<file path="config.mk">
export PLATFORM = sky130hd
export DESIGN_NAME = mem_port_arbiter_flat
export DESIGN_NICKNAME = d
export VERILOG_FILES = /design/src/rtl/mem_port_arbiter_if.sv /design/src/rtl/mem_port_arbiter.sv /design/src/flat_wrapper.sv
export SDC_FILE = /design/constraint.sdc
export NUM_CORES = 1
export LEC_CHECK = 0
export CAP_MARGIN = 40
export CORE_MARGIN = 3
export CORE_UTILIZATION = 35
export DETAILED_ROUTE_END_ITERATION = 6
export PLACE_DENSITY_LB_ADDON = 0.05
export SYNTH_ARGS = -nofsm -noshare
export SYNTH_HDL_FRONTEND = slang
export SYNTH_SLANG_ARGS = --single-unit
</file>
<file path="constraint.sdc">
create_clock -name clock -period 2 [get_ports clock]
set_input_delay 0.4 -clock clock [delete_from_list [all_inputs] [get_ports clock]]
set_output_delay 0.4 -clock clock [all_outputs]
set_load 0.02 [all_outputs]
</file>
<file path="src/rtl/mem_port_arbiter_if.sv">
// mem_port_arbiter_if: bundles the fetch, data and downstream memory port
// signals of mem_port_arbiter. The slave modport is the arbiter's view; the
// master modport is the view of the CPU requesters plus the memory model.
interface mem_port_arbiter_if #(
   parameter int unsigned ADDR_W = 32,
   parameter int unsigned DATA_W = 32
);
   // instruction fetch requester
   logic                  io_inst_reqValid;
   logic                  io_inst_reqReady;
   logic [ADDR_W-1:0]     io_inst_addr;
   logic                  io_inst_respValid;
   logic [DATA_W-1:0]     io_inst_readData;
   // data access requester
   logic                  io_data_reqValid;
   logic                  io_data_reqReady;
   logic                  io_data_writeEn;
   logic [ADDR_W-1:0]     io_data_addr;
   logic [DATA_W-1:0]     io_data_writeData;
   logic [DATA_W/8-1:0]   io_data_mark;
   logic                  io_data_respValid;
   logic [DATA_W-1:0]     io_data_readData;
   // downstream memory port
   logic                  mem_reqValid;
   logic                  mem_reqReady;
   logic                  mem_writeEn;
   logic [ADDR_W-1:0]     mem_addr;
   logic [DATA_W-1:0]     mem_writeData;
   logic [DATA_W/8-1:0]   mem_mark;
   logic                  mem_respValid;
   logic [DATA_W-1:0]     mem_readData;
   // status
   logic                  err_timeout;

   modport slave (
      input  io_inst_reqValid, io_inst_addr,
      input  io_data_reqValid, io_data_writeEn, io_data_addr, io_data_writeData, io_data_mark,
      input  mem_reqReady, mem_respValid, mem_readData,
      output io_inst_reqReady, io_inst_respValid, io_inst_readData,
      output io_data_reqReady, io_data_respValid, io_data_readData,
      output mem_reqValid, mem_writeEn, mem_addr, mem_writeData, mem_mark,
      output err_timeout
   );

   modport master (
      output io_inst_reqValid, io_inst_addr,
      output io_data_reqValid, io_data_writeEn, io_data_addr, io_data_writeData, io_data_mark,
      output mem_reqReady, mem_respValid, mem_readData,
      input  io_inst_reqReady, io_inst_respValid, io_inst_readData,
      input  io_data_reqReady, io_data_respValid, io_data_readData,
      input  mem_reqValid, mem_writeEn, mem_addr, mem_writeData, mem_mark,
      input  err_timeout
   );
endinterface

</file>
<file path="src/rtl/mem_port_arbiter.sv">
// mem_port_arbiter: shares one valid/ready memory port between the instruction
// fetch and data requesters, one outstanding transaction at a time, with the
// response routed back to its owner and a watchdog that aborts hung accesses.
// Optional build macro ARB_ROUND_ROBIN_EN selects round-robin arbitration;
// without it the data requester has fixed priority over instruction fetch.
module mem_port_arbiter #(
   parameter int unsigned ADDR_W  = 32,
   parameter int unsigned DATA_W  = 32,
   parameter int unsigned TIMEOUT = 255
) (
   input logic              clock,
   input logic              reset,
   mem_port_arbiter_if.slave bus
);

   localparam int unsigned       CNT_W   = (TIMEOUT > 1) ? $clog2(TIMEOUT) : 1;
   localparam logic [CNT_W-1:0]  TO_LAST = CNT_W'((TIMEOUT == 0) ? 0 : TIMEOUT - 1);
   localparam logic [DATA_W-1:0] TO_WORD = DATA_W'(32'hDEADBEEF);

   typedef enum logic [1:0] {IDLE, ISSUE, WAIT} state_t;

   state_t              state_q, state_d;
   logic                owner_data_q;
   logic                we_q;
   logic [ADDR_W-1:0]   addr_q;
   logic [DATA_W-1:0]   wdata_q;
   logic [DATA_W/8-1:0] mark_q;
   logic [CNT_W-1:0]    cnt_q;
   logic                err_q;

   logic                grant_data, grant_inst, accept;
   logic                busy, timeout_hit, resp_fire, abort, done;
   logic [DATA_W-1:0]   resp_data;

`ifdef ARB_ROUND_ROBIN_EN
   logic                last_data_q;
`endif

   // Grant selection and transaction events; handshakes are masked during reset
   always_comb begin
`ifdef ARB_ROUND_ROBIN_EN
      grant_data = bus.io_data_reqValid && (!bus.io_inst_reqValid || !last_data_q);
`else
      grant_data = bus.io_data_reqValid;
`endif
      grant_inst  = bus.io_inst_reqValid && !grant_data;
      accept      = !reset && (state_q == IDLE) && (grant_data || grant_inst);
      busy        = (state_q != IDLE);
      timeout_hit = (TIMEOUT != 0) && busy && (cnt_q == TO_LAST);
      resp_fire   = !reset && (state_q == WAIT) && bus.mem_respValid;
      // a real response in the same cycle as the watchdog limit takes precedence
      abort       = !reset && timeout_hit && !resp_fire;
      done        = resp_fire || abort;
   end

   // State register
   always_ff @(posedge clock) begin
      if (reset) state_q <= IDLE;
      else       state_q <= state_d;
   end

   // Next-state logic
   always_comb begin
      state_d = state_q;
      unique case (state_q)
         IDLE:    if (accept) state_d = ISSUE;
         ISSUE: begin
            if (abort)                 state_d = IDLE;
            else if (bus.mem_reqReady) state_d = WAIT;
         end
         WAIT:    if (done) state_d = IDLE;
         default: state_d = IDLE;
      endcase
   end

   // Latch owner and payload on accept, run the watchdog, record aborts
   always_ff @(posedge clock) begin
      if (reset) begin
         owner_data_q <= 1'b0;
         we_q         <= 1'b0;
         addr_q       <= '0;
         wdata_q      <= '0;
         mark_q       <= '0;
         cnt_q        <= '0;
         err_q        <= 1'b0;
      end else begin
         if (accept) begin
            owner_data_q <= grant_data;
            cnt_q        <= '0;
            if (grant_data) begin
               we_q    <= bus.io_data_writeEn;
               addr_q  <= bus.io_data_addr;
               wdata_q <= bus.io_data_writeData;
               mark_q  <= bus.io_data_mark;
            end else begin
               we_q    <= 1'b0;
               addr_q  <= bus.io_inst_addr;
               wdata_q <= '0;
               mark_q  <= '0;
            end
         end else if (busy) begin
            cnt_q <= cnt_q + CNT_W'(1);
         end
         if (abort) err_q <= 1'b1;
      end
   end

`ifdef ARB_ROUND_ROBIN_EN
   // Remember which side won the most recent accept
   always_ff @(posedge clock) begin
      if (reset)       last_data_q <= 1'b0;
      else if (accept) last_data_q <= grant_data;
   end
`endif

   // Handshake and response outputs
   always_comb begin
      bus.io_inst_reqReady  = 1'b0;
      bus.io_data_reqReady  = 1'b0;
      bus.io_inst_respValid = 1'b0;
      bus.io_data_respValid = 1'b0;
      bus.io_inst_readData  = '0;
      bus.io_data_readData  = '0;
      bus.mem_reqValid      = (state_q == ISSUE);
      if (abort)     resp_data = TO_WORD;
      else if (we_q) resp_data = '0;
      else           resp_data = bus.mem_readData;
      if (accept) begin
         bus.io_inst_reqReady = grant_inst;
         bus.io_data_reqReady = grant_data;
      end
      if (done) begin
         if (owner_data_q) begin
            bus.io_data_respValid = 1'b1;
            bus.io_data_readData  = resp_data;
         end else begin
            bus.io_inst_respValid = 1'b1;
            bus.io_inst_readData  = resp_data;
         end
      end
   end

   assign bus.mem_writeEn   = we_q;
   assign bus.mem_addr      = addr_q;
   assign bus.mem_writeData = wdata_q;
   assign bus.mem_mark      = mark_q;
   assign bus.err_timeout   = err_q;

endmodule

</file>
<file path="src/flat_wrapper.sv">
// flat-port wrapper written by rule: the top's interface ports become plain ports
module mem_port_arbiter_flat 
#(
   parameter int unsigned ADDR_W  = 32,
   parameter int unsigned DATA_W  = 32,
   parameter int unsigned TIMEOUT = 255
)
  (clock, reset, bus_io_inst_reqValid, bus_io_inst_addr, bus_io_data_reqValid, bus_io_data_writeEn, bus_io_data_addr, bus_io_data_writeData, bus_io_data_mark, bus_mem_reqReady, bus_mem_respValid, bus_mem_readData, bus_io_inst_reqReady, bus_io_inst_respValid, bus_io_inst_readData, bus_io_data_reqReady, bus_io_data_respValid, bus_io_data_readData, bus_mem_reqValid, bus_mem_writeEn, bus_mem_addr, bus_mem_writeData, bus_mem_mark, bus_err_timeout);
  mem_port_arbiter_if #(.ADDR_W(ADDR_W), .DATA_W(DATA_W)) bus_i ();
  input logic clock;
  input logic reset;
  input wire logic [$bits(bus_i.io_inst_reqValid)-1:0] bus_io_inst_reqValid;
  input wire logic [$bits(bus_i.io_inst_addr)-1:0] bus_io_inst_addr;
  input wire logic [$bits(bus_i.io_data_reqValid)-1:0] bus_io_data_reqValid;
  input wire logic [$bits(bus_i.io_data_writeEn)-1:0] bus_io_data_writeEn;
  input wire logic [$bits(bus_i.io_data_addr)-1:0] bus_io_data_addr;
  input wire logic [$bits(bus_i.io_data_writeData)-1:0] bus_io_data_writeData;
  input wire logic [$bits(bus_i.io_data_mark)-1:0] bus_io_data_mark;
  input wire logic [$bits(bus_i.mem_reqReady)-1:0] bus_mem_reqReady;
  input wire logic [$bits(bus_i.mem_respValid)-1:0] bus_mem_respValid;
  input wire logic [$bits(bus_i.mem_readData)-1:0] bus_mem_readData;
  output wire logic [$bits(bus_i.io_inst_reqReady)-1:0] bus_io_inst_reqReady;
  output wire logic [$bits(bus_i.io_inst_respValid)-1:0] bus_io_inst_respValid;
  output wire logic [$bits(bus_i.io_inst_readData)-1:0] bus_io_inst_readData;
  output wire logic [$bits(bus_i.io_data_reqReady)-1:0] bus_io_data_reqReady;
  output wire logic [$bits(bus_i.io_data_respValid)-1:0] bus_io_data_respValid;
  output wire logic [$bits(bus_i.io_data_readData)-1:0] bus_io_data_readData;
  output wire logic [$bits(bus_i.mem_reqValid)-1:0] bus_mem_reqValid;
  output wire logic [$bits(bus_i.mem_writeEn)-1:0] bus_mem_writeEn;
  output wire logic [$bits(bus_i.mem_addr)-1:0] bus_mem_addr;
  output wire logic [$bits(bus_i.mem_writeData)-1:0] bus_mem_writeData;
  output wire logic [$bits(bus_i.mem_mark)-1:0] bus_mem_mark;
  output wire logic [$bits(bus_i.err_timeout)-1:0] bus_err_timeout;
  assign bus_i.io_inst_reqValid = bus_io_inst_reqValid;
  assign bus_i.io_inst_addr = bus_io_inst_addr;
  assign bus_i.io_data_reqValid = bus_io_data_reqValid;
  assign bus_i.io_data_writeEn = bus_io_data_writeEn;
  assign bus_i.io_data_addr = bus_io_data_addr;
  assign bus_i.io_data_writeData = bus_io_data_writeData;
  assign bus_i.io_data_mark = bus_io_data_mark;
  assign bus_i.mem_reqReady = bus_mem_reqReady;
  assign bus_i.mem_respValid = bus_mem_respValid;
  assign bus_i.mem_readData = bus_mem_readData;
  assign bus_io_inst_reqReady = bus_i.io_inst_reqReady;
  assign bus_io_inst_respValid = bus_i.io_inst_respValid;
  assign bus_io_inst_readData = bus_i.io_inst_readData;
  assign bus_io_data_reqReady = bus_i.io_data_reqReady;
  assign bus_io_data_respValid = bus_i.io_data_respValid;
  assign bus_io_data_readData = bus_i.io_data_readData;
  assign bus_mem_reqValid = bus_i.mem_reqValid;
  assign bus_mem_writeEn = bus_i.mem_writeEn;
  assign bus_mem_addr = bus_i.mem_addr;
  assign bus_mem_writeData = bus_i.mem_writeData;
  assign bus_mem_mark = bus_i.mem_mark;
  assign bus_err_timeout = bus_i.err_timeout;
  mem_port_arbiter #(.ADDR_W(ADDR_W), .DATA_W(DATA_W), .TIMEOUT(TIMEOUT)) u_core (.clock(clock), .reset(reset), .bus(bus_i));
endmodule
</file>
# Word level (Yosys, flattened, before mapping)
# Index checks and enable logic that the tools add are counted.
[word_totals]
latchBits = 0
rom_bits = 0
out_inout_bits = 139
ff_bits = 81
n_memories = 0
elab_cells = 53
in_bits = 139
ram_bits = 0
[classes]
shift = 0
n_addsub = 1
div = 0
bitwise_logic = 0
n_eq_ne = 6
order_cmp = 0
muxes = 21
reduce_logical = 17
multipliers = 0
[ops]
columns = ["cell", "n"]
rows = [
  ["two-way mux 32 bit", 8],
  ["adder 8 x 1 -> 8 bit, second input constant", 1],
  ["== test 8 bit, second input constant", 1],
  ["logical AND 1 bit", 8],
  ["two-way mux 2 bit", 4],
  ["two-way mux 1 bit", 7],
  ["case mux 2 bit (3 select lines)", 1],
  ["two-way mux 4 bit", 1],
  ["inequality test 2 x 1 -> 1 bit, second input constant", 2],
  ["logical NOT 1 bit", 3],
  ["inequality test 3 x 2 -> 1 bit, second input constant", 1],
  ["AND reduction 3 bit", 1],
  ["== test 2 x 1 -> 1 bit, second input constant", 1],
  ["== test 2 bit, second input constant", 1],
  ["logical NOT 2 bit", 1],
  ["logical OR 1 bit", 2],
  ["nonzero test 2 bit", 1],
  ["OR reduction 2 bit", 1],
]

# Longest topological paths before layout
# Gate-level depths: netlist of the first run.
[logic_depth]
depth_word = 8
mapped_depth = 7
ltp_nobuf = 5

# Worst setup path after synthesis of the first run
# No wires, ideal clock.
[synth_path]
kind = "input -> output"
startpoint = "in reset"
endpoint = "out bus_io_data_readData[10]"
setup_slack_ps = -137
stages = 6
required_time_ps = 1600
arrival_ps = 1737
path_buffers = 3
cell_sequence = "buf_6 > nor4bb_1 > buf_2 > buf_4 > nand3_1 > a21boi_0"
[synth_via]
elab_chain_cells = 8
word_cells_on_any_way = 10
classes_between = "mux (3); reduce/logical (7)"
[synth_rtl]
columns = ["item", "line_no", "rtl"]
rows = [
  ["start, declared", "flat_wrapper.sv:11", "input logic reset;"],
  ["logical NOT 1 bit (*)", "mem_port_arbiter.sv:50, mem_port_arbiter.sv:52", ""],
  ["logical AND 1 bit (2 in a row)", "mem_port_arbiter.sv:50", "resp_fire = !reset && (state_q == WAIT) && bus.mem_respValid;"],
  ["logical NOT 1 bit", "mem_port_arbiter.sv:52", "abort = !reset && timeout_hit && !resp_fire;"],
  ["logical AND 1 bit", "mem_port_arbiter.sv:52", ""],
  ["two-way mux 32 bit", "mem_port_arbiter.sv:125", "if (abort) resp_data = TO_WORD;"],
  ["two-way mux 32 bit", "mem_port_arbiter.sv:133", "if (owner_data_q) begin"],
  ["two-way mux 32 bit (*)", "mem_port_arbiter.sv:132", "if (done) begin"],
  ["end, declared", "flat_wrapper.sv:27", "output wire logic [$bits(bus_i.io_data_readData)-1:0] bus_io_data_readData;"],
]
# Every way passes the cells marked *; elsewhere a longest branch is shown, timed or not.

# Worst setup path after layout of the first run
[layout_path]
startpoint = "reg u_core.cnt_q[0]"
endpoint = "out bus_io_inst_readData[2]"
[layout_via]
elab_chain_cells = 7
word_cells_on_any_way = 8
classes_between = "eq/ne (1); mux (3); reduce/logical (4)"
[layout_rtl]
columns = ["item", "line_no", "rtl"]
rows = [
  ["start, declared", "mem_port_arbiter.sv:28", "logic [CNT_W-1:0] cnt_q;"],
  ["start signal, assigned", "mem_port_arbiter.sv:102", "cnt_q <= cnt_q + CNT_W'(1);"],
  ["== test 8 bit (*)", "mem_port_arbiter.sv:49", "timeout_hit = (TIMEOUT != 0) && busy && (cnt_q == TO_LAST);"],
  ["logical AND 1 bit (*)", "mem_port_arbiter.sv:49", ""],
  ["logical AND 1 bit (*) (2 in a row)", "mem_port_arbiter.sv:52", ""],
  ["two-way mux 32 bit", "mem_port_arbiter.sv:125", ""],
  ["two-way mux 32 bit", "mem_port_arbiter.sv:133", ""],
  ["two-way mux 32 bit (*)", "mem_port_arbiter.sv:132", ""],
  ["end, declared", "flat_wrapper.sv:24", "output wire logic [$bits(bus_i.io_inst_readData)-1:0] bus_io_inst_readData;"],
]
# Marked as above.

==> results.rst, run 1 <==
.. list-table::
   :header-rows: 1

   * - Metric
     - Value
   * - Fraction of the yosys area taken by sequential cells
     - 41.7%
   * - Buffer cell driving the clock tree root
     - sky130_fd_sc_hd__clkbuf_8
   * - Die width
     - 111 um
   * - Number of antenna violations at the first check in global routing
     - 0
   * - Flop and latch count out of synthesis
     - 81
   * - First DRT Iteration DRCs
     - roughly 240
   * - HPWL after DPL
     - 10.8 mm
   * - Largest driver fanout on the critical path
     - 5
   * - Setup repair after global routing missed its margin
     - true
   * - Worst vdd ir
     - 0.000475 V
   * - Worst-case headroom to the max-slew limit
     - 64.0%
   * - Main flop type after synthesis
     - sky130_fd_sc_hd__dfxtp_1
   * - Clock buffer count from CTS
     - 9
   * - GRT Resource Usage Total
     - 22.9%
   * - Clock edge transition at the registers on the reported setup and hold paths
     - 0.08 ns
   * - Effective utilization at floorplan
     - 36.8%
   * - Count of different cell masters after synthesis
     - 43
   * - Number of standard-cell rows in the floorplan
     - 37
   * - Number of detailed-routing iterations run before antenna repair
     - 4
   * - Core area
     - 10,600 um2
   * - Cells after Synth
     - 414
   * - Growth of design area from synthesis to finish
     - 102%
   * - Area of all sequential standard cells
     - 1630 um2
   * - Worst Setup End Kind
     - primary output
   * - Worst Skew
     - between 0.007 and 0.008 ns
   * - Largest net degree at the start of global routing
     - 58
   * - Port Buffers
     - roughly 280
   * - Top-level I/O count
     - 278
   * - Final worst setup slack
     - -0.379 ns
   * - Yosys warning count
     - 0
   * - Pin slew with the least headroom to its limit
     - 0.540 ns
   * - Final cell count without fillers
     - 853
   * - Number of max-slew violations in the final report
     - 0
   * - Vias per std cell
     - 5.30
   * - Total number of vias
     - 4,520
   * - Power dissipated by switching net loads
     - 1.27 mW
   * - CTS HTree Levels
     - 3
   * - Crit path arrival time
     - 1.98 ns
   * - Routed length per instance
     - 19.0 um
   * - Floorplan die area
     - 12,400 um2
   * - Maxcap violations
     - 0
   * - Tcrit/Tclk final
     - 119%
   * - Via count of the first global-routing pass
     - 4,388
   * - Post-route minimum period
     - 2.38 ns
   * - Internal Power
     - 3.08 mW
   * - Violations in the final reports
     - setup timing
   * - Fill cells
     - 738
   * - Post-synthesis average cell area
     - around 9.4 um2
   * - Mapped Area
     - 3890 um2
   * - Most common cell after layout, fill and taps aside
     - sky130_fd_sc_hd__clkdlybuf4s50_1
   * - Cell count after placement
     - 819
   * - Share of final-layout standard cells stronger than drive strength 1
     - 30.4%
   * - Count of flip-flops with a built-in enable after synthesis
     - 0
   * - Multi-input gate area in the final layout
     - 2370 um2
   * - Number of inserted diodes
     - 0
   * - LEAKAGE
     - 3.08 nW
   * - Path type of the worst min-delay path
     - in2reg
   * - Final setup violation count
     - 66
   * - Mapped Nets
     - around 560
   * - Post-layout total power
     - roughly 4.3 mW
   * - CTS hold repair buffers
     - 0
   * - Async SR Flop Fraction
     - 0%
   * - Switching fraction of total power
     - 29.2%
   * - Residual DRC
     - 0
   * - Clock share of power
     - 27.4%
   * - Comb power frac
     - 30.6%
   * - Height of the die
     - 111 um
   * - Antenna Violating Nets Remaining
     - 0
   * - Category of the critical setup timing path
     - reg2out
   * - Clock tree from TritonCTS
     - done
   * - Achievable Freq
     - 420 MHz
   * - Pwr/cell area
     - 552 nW/um2
   * - Final global-route overflow total
     - 0
   * - Critical Path Source Type
     - flop
   * - Status
     - finished with violations
   * - Power share of the sequential group
     - 42.0%
   * - Final Hold Viols
     - 0
   * - Last weighted congestion value of the routability-driven placer
     - 0.876
   * - Routed WL
     - 16.2 mm
   * - Wire length of the first global-routing pass
     - 23.4 mm
   * - Sink Count
     - a little over 80
   * - Hold_ws
     - between 0.3 and 0.4 ns
   * - Worst-skew pair later-pin latency
     - 0.35 ns
   * - Final #Nets
     - between 800 and 900
   * - Maximum clock path buffer count
     - 2
   * - Commonest cells after routing, fill and taps aside
     - 205 x sky130_fd_sc_hd__clkdlybuf4s50_1, 78 x sky130_fd_sc_hd__dfxtp_1, 53 x sky130_fd_sc_hd__buf_6, 49 x sky130_fd_sc_hd__buf_4, 40 x sky130_fd_sc_hd__a21oi_1
   * - Data required time of the critical path
     - about 1.6 ns
[worst max-delay path, stage by stage (launching register included)]
cell	delay, ns
sky130_fd_sc_hd__dfxtp_2	0.33
sky130_fd_sc_hd__inv_2	0.07
sky130_fd_sc_hd__ha_4	0.12
sky130_fd_sc_hd__and4b_1	0.22
sky130_fd_sc_hd__nand4b_1	0.11
sky130_fd_sc_hd__buf_6	0.15
sky130_fd_sc_hd__buf_12	0.12
sky130_fd_sc_hd__clkbuf_16	0.15
sky130_fd_sc_hd__a21oi_1	0.18
sky130_fd_sc_hd__buf_4	0.18
[cells by family (layout without fill, tap and decap cells)]
family                     count (synthesis)  after routing  share of synthesized area [%]
DFF                                       81             81                           41.7
muxes                                     34             34                           8.75
and+or+nand+nor                           73             73                           11.0
xor gates and xnor gates                   4              4                          0.901
AOI/OAI and AO/OA                        168            168                           29.8
buffers and inverters                     52            355                           7.24
adders and majority gates                  2              2                          0.643
[metrics by stage]
stage	util [%]	setup slack (ns)	area [um2]	setup TNS [ns]
after global placement	65.8	-0.868	6940	-51.92
final	74.6	-0.379	7870	-18.02
after CTS	70.7	-0.323	7460	-17.68
after global routing	74.6	-0.464	7870	-24.05
after detailed placement	65.8	-0.927	6940	-55.06
after floorplan	-	-0.0251	3890	-0.100
[power by group through the flow]
stage	clock, mW	combinational (mW)	sequential (mW)
2_1_floorplan	0	0.445	2.00
3_3_place_gp	0	1.26	1.85
3_5_place_dp	0	1.28	1.85
4_1_cts	1.22	1.30	1.82
5_1_grt	1.28	1.42	1.84
6_report	1.19	1.33	1.83
[state kept, by name, indices dropped and copies added (netlist names)]
register,cells
u_core.state_q,2
u_core.bus.mem_writeEn,1
u_core.bus.mem_addr,32
u_core.bus.mem_writeData,32
u_core.owner_data_q,1
u_core.bus.err_timeout,1
u_core.bus.mem_mark,4
u_core.cnt_q,8
[metal layers]
layer	track usage, %	vias up	share of wire (%)
met5	0	-	0
met4	7.95	0	3.0
met3	7.07	33	8.4
met2	39.4	201	51
met1	27.0	2131	38
li1	-	2155	-
[what timing repair did]
item                                    CTS  global route
resized for setup                       415            69
gates cloned                              5             5
pin swaps                                14             7
endpoints found under the setup margin   68            67
buffers inserted                          9             1
[cell usage after synthesis (all sizes together) (4+ instances only)]
cell type	number	area share (%)
a211oi	33	6.4
a21boi	24	4.6
a21oi	60	8.0
a22o	36	8.1
and2	9	1.4
and3	10	1.6
buf	32	5.3
clkbuf	13	1.3
dfxtp	81	42
inv	6	0.58
mux2i	34	8.8
nand2	4	0.39
nand3	25	3.2
nor2	10	0.97
o21ai	5	0.64
[final timing paths]
path                          startpoint                      end  slack, ns  cells past startpoint
setup / recovery         u_core.cnt_q[0]  bus_io_inst_readData[2]      -0.38                      9
hold / removal      bus_io_data_reqValid      u_core.owner_data_q       0.37                      3
setup reg to reg       u_core.state_q[1]   u_core.bus.mem_addr[8]       0.18                      7
hold reg to reg   u_core.bus.err_timeout   u_core.bus.err_timeout       0.45                      2
[cell type report]
cell class	count	area share, %
multi-input combinational	281	30.1
clock inverter	4	0.652
inverter	7	0.334
tap	136	2.16
sequential	81	20.6
timing repair buffer	332	44.3
clock buffer	12	1.84
Power figures use the tool's default switching activity.
==> run 2: changes to the inputs <==
- CORE_UTILIZATION: 35 -> 32
- MAX_ROUTING_LAYER: unset -> met4
- clock period: 2 -> 1.97 ns (I/O delays scaled with it)
==> run 2 against run 1 <==
  * The run still ends with setup timing left
  * Highest routed layer unchanged
  * Wire length fell by 4.3%
  * Worst setup slack better by 0.092 ns
  * Clock power increased by 34%
  * Largest cell class unchanged
  * Non-clock buffer count up 6
  * Count of clock-buffer cells in the layout down 3
==> results.rst, run 2 (synthesis gave the netlist of run 1 again) <==
.. list-table::
   :header-rows: 1

   * - Metric
     - Value
   * - Crit path largest cell delay
     - 0.36 ns (was 0.33 ns)
   * - Critical-path cell list
     - nor4bb_4, buf_6, buf_6, nand3_2, a21boi_4, buf_6 (was inv_2, ha_4, and4b_1, nand4b_1, buf_6, buf_12, clkbuf_16, a21oi_1, buf_4)
   * - Setup repair after global routing missed its margin
     - true (unchanged)
   * - Number of antenna violations at the first check in global routing
     - 0 (unchanged)
   * - Sink Count
     - 81 (unchanged)
   * - Height of the die
     - 116 um (was 111 um)
   * - Post-route minimum period
     - 2.26 ns
   * - Total met2 wirelength after detailed routing
     - 7.99 mm (was 8.23 mm)
   * - Routed length on met3
     - 1.12 mm (was 1.36 mm)
   * - Number of buffer and inverter instances along the worst setup path
     - 3 (was 5)
   * - Buffer cell driving the clock tree root
     - sky130_fd_sc_hd__clkbuf_16 (was sky130_fd_sc_hd__clkbuf_8)
   * - Effective utilization at floorplan
     - 33.3% (was 36.8%)
   * - Tcrit/Tclk final
     - 115%
   * - Final worst setup slack
     - -0.287 ns (was -0.379 ns)
   * - Cell count after placement
     - 833 (was 819)
   * - Maximum clock path buffer count
     - 2 (unchanged)
   * - Wire length of the first global-routing pass
     - 22.9 mm (was 23.4 mm)
   * - Port Buffers
     - 277 (unchanged)
   * - Core area
     - 11,700 um2 (was 10,600 um2)
   * - GRT Resource Usage Total
     - 22.0% (was 22.9%)
   * - Path type of the worst min-delay path
     - in2reg (unchanged)
   * - FF-to-FF End
     - u_core.cnt_q[0] (was u_core.bus.mem_addr[8])
   * - Final setup violation count
     - 66 (unchanged)
   * - Number of detailed-routing iterations run before antenna repair
     - 4 (unchanged)
   * - Hold Path End
     - u_core.bus.err_timeout (was u_core.owner_data_q)
   * - Floorplan die area
     - 13,500 um2 (was 12,400 um2)
   * - Worst reg-to-reg setup slack
     - 0.19 ns (was 0.18 ns)
   * - Total number of vias
     - 4,469 (was 4,520)
   * - Antenna Violating Nets Remaining
     - 0 (unchanged)
   * - Residual DRC
     - 0 (unchanged)
   * - HPWL after DPL
     - 11.0 mm (was 10.8 mm)
   * - Category of the critical setup timing path
     - reg2out (unchanged)
   * - Pwr/cell area
     - 600 nW/um2 (was 552 nW/um2)
   * - Launching point of the worst reg2reg path
     - u_core.cnt_q[0] (was u_core.state_q[1])
   * - CTS HTree Levels
     - 3 (unchanged)
   * - Most common cell after layout, fill and taps aside
     - sky130_fd_sc_hd__clkdlybuf4s50_1 (unchanged)
   * - Highest signal layer in the routed design
     - met4 (unchanged)
   * - Library cell contributing the largest single delay on the critical path
     - sky130_fd_sc_hd__dfxtp_4 (was sky130_fd_sc_hd__dfxtp_2)
   * - Commonest cells after routing, fill and taps aside
     - 205 x sky130_fd_sc_hd__clkdlybuf4s50_1, 76 x sky130_fd_sc_hd__dfxtp_1, 60 x sky130_fd_sc_hd__buf_4, 54 x sky130_fd_sc_hd__buf_6, 36 x sky130_fd_sc_hd__a22o_1 (was 205 x sky130_fd_sc_hd__clkdlybuf4s50_1, 78 x sky130_fd_sc_hd__dfxtp_1, 53 x sky130_fd_sc_hd__buf_6, 49 x sky130_fd_sc_hd__buf_4, 40 x sky130_fd_sc_hd__a21oi_1)
   * - Last weighted congestion value of the routability-driven placer
     - 0.809 (was 0.876)
   * - Achievable Freq
     - 443 MHz
   * - Data required time of the critical path
     - 1.58 ns (was 1.60 ns)
   * - Fill cells
     - 869 (was 738)
   * - Vias per std cell
     - 5.16 (was 5.30)
   * - Worst vdd ir
     - 0.000469 V (was 0.000475 V)
   * - Final cell count without fillers
     - 866 (was 853)
   * - Clock buffer count from CTS
     - 9 (unchanged)
   * - Maxcap violations
     - 0 (unchanged)
   * - Growth of design area from synthesis to finish
     - 109% (was 102%)
   * - Violations in the final reports
     - setup timing (unchanged)
   * - Clock tree from TritonCTS
     - done (unchanged)
   * - Top-level I/O count
     - 278 (unchanged)
   * - Clock edge transition at the registers on the reported setup and hold paths
     - 0.06 ns (was 0.08 ns)
   * - Worst Skew
     - 0.00721 ns (was 0.00741 ns)
   * - Number of max-slew violations in the final report
     - 0 (unchanged)
   * - Share of final-layout standard cells stronger than drive strength 1
     - 34.6% (was 30.4%)
   * - Final Hold Viols
     - 0 (unchanged)
   * - Number of standard-cell rows in the floorplan
     - 39 (was 37)
   * - Largest driver fanout on the critical path
     - 6 (was 5)
   * - Routed length per instance
     - 17.9 um (was 19.0 um)
   * - Crit path arrival time
     - 1.86 ns (was 1.98 ns)
   * - Die width
     - 116 um (was 111 um)
   * - Worst-skew pair later-pin latency
     - 0.34 ns (was 0.35 ns)
   * - Cell type group with the largest total delay on the critical path
     - simple AND/OR/NAND/NOR gates (was buffers and inverters)
   * - Worst-case headroom to the max-slew limit
     - 65.2% (was 64.0%)
   * - Number of cells traversed by the worst register-to-register path
     - 13 (was 7)
   * - Post-layout total power
     - 4.87 mW (was 4.35 mW)
   * - Via count of the first global-routing pass
     - 4,523 (was 4,388)
   * - Final global-route overflow total
     - 0 (unchanged)
   * - Post-route met1 wirelength
     - 5.89 mm (was 6.15 mm)
   * - Critical Path Source Type
     - flop (unchanged)
   * - Launch point of the worst hold path
     - reset (was bus_io_data_reqValid)
   * - LEAKAGE
     - 3.14 nW (was 3.08 nW)
   * - Final #Nets
     - 859 (was 853)
   * - Pin slew with the least headroom to its limit
     - 0.518 ns (was 0.540 ns)
   * - Top cell by count, worst path
     - sky130_fd_sc_hd__buf_6
   * - Largest net degree at the start of global routing
     - 38 (was 58)
   * - Routed WL
     - 15.5 mm (was 16.2 mm)
   * - Worst Setup End Kind
     - primary output (unchanged)
   * - First DRT Iteration DRCs
     - 171 (was 241)
   * - Hold path depth
     - 3 (unchanged)
   * - Status
     - finished with violations (unchanged)
   * - Number of inserted diodes
     - 0 (unchanged)
[run 2: repair_timing]
| action | in CTS | in global routing |
|---|---|---|
| setup endpoints to repair | 69 | 69 |
| cloned | 4 | 3 |
| pin swaps | 15 | 12 |
| hold buffers | 0 | 0 |
| resized for setup | 436 | 56 |
| setup buffers | 13 | 0 |
[run 2: metal layers]
metal | vias up | track usage, %
li1 | 2171 | -
met1 | 2076 | 24.6
met2 | 184 | 36.8
met3 | 38 | 6.42
met4 | 0 | 9.05
met5 | - | -
[run 2: worst max-delay path by stage]
stage | from | to | slack [ns] | cells after the start
floorplan | reset | bus_io_data_readData[0] | -0.04 | 6
global placement | bus_mem_respValid | bus_io_data_readData[14] | -0.89 | 7
detailed placement | bus_mem_respValid | bus_io_data_readData[24] | -0.92 | 7
CTS | u_core.state_q[1] | bus_io_data_readData[14] | -0.27 | 6
global route | u_core.state_q[0] | bus_io_data_readData[27] | -0.37 | 6
finish | u_core.state_q[0] | bus_io_data_readData[27] | -0.29 | 6
[run 2: area by class of cell]
| cell class | count | area (um2) | area share [%] |
|---|---|---|---|
| Inverter | 7 | 26.3 | 0.324 |
| Clock buffer | 9 | 225 | 2.77 |
| Tap cell | 143 | 179 | 2.20 |
| Sequential cell | 81 | 1630 | 20.1 |
| Timing Repair Buffer | 338 | 3460 | 42.6 |
| Multi-Input combinational cell | 281 | 2540 | 31.3 |
| Clock inverter | 7 | 60.1 | 0.740 |
[run 2: per-stage QoR]
step	instance area [um2]	worst slack [ns]	TNS, ns	util, %	hold WS [ns]
2_1_floorplan	4010	-0.0431	-0.326	-	0.467
3_3_place_gp	7150	-0.894	-55.15	61.3	0.434
3_5_place_dp	7150	-0.917	-57.22	61.3	0.444
4_1_cts	7820	-0.271	-15.64	67.1	0.444
5_1_grt	8120	-0.371	-21.55	69.6	0.481
6_report	8120	-0.287	-16.11	69.6	0.452
[run 2: power by group]
part,internal (mW),total (mW),switching [mW]
combinational,0.774,1.42,0.649
clock,0.877,1.60,0.718
sequential,1.78,1.86,0.0791
[run 2: worst reg2reg max path: cells and delay by family, from the launching register on]
kind                   cells  cell delay, ns
AND/OR/NAND/NOR            1            0.05
flip-flops                 1            0.34
XOR/XNOR                   1            0.13
buffers and inverters     11            1.12
==> run 3: changes to the inputs <==
- CAP_MARGIN: 40 -> 20
==> results of run 3 <==
Same layout as run 2: the final DEF is identical, and so are final timing and power.
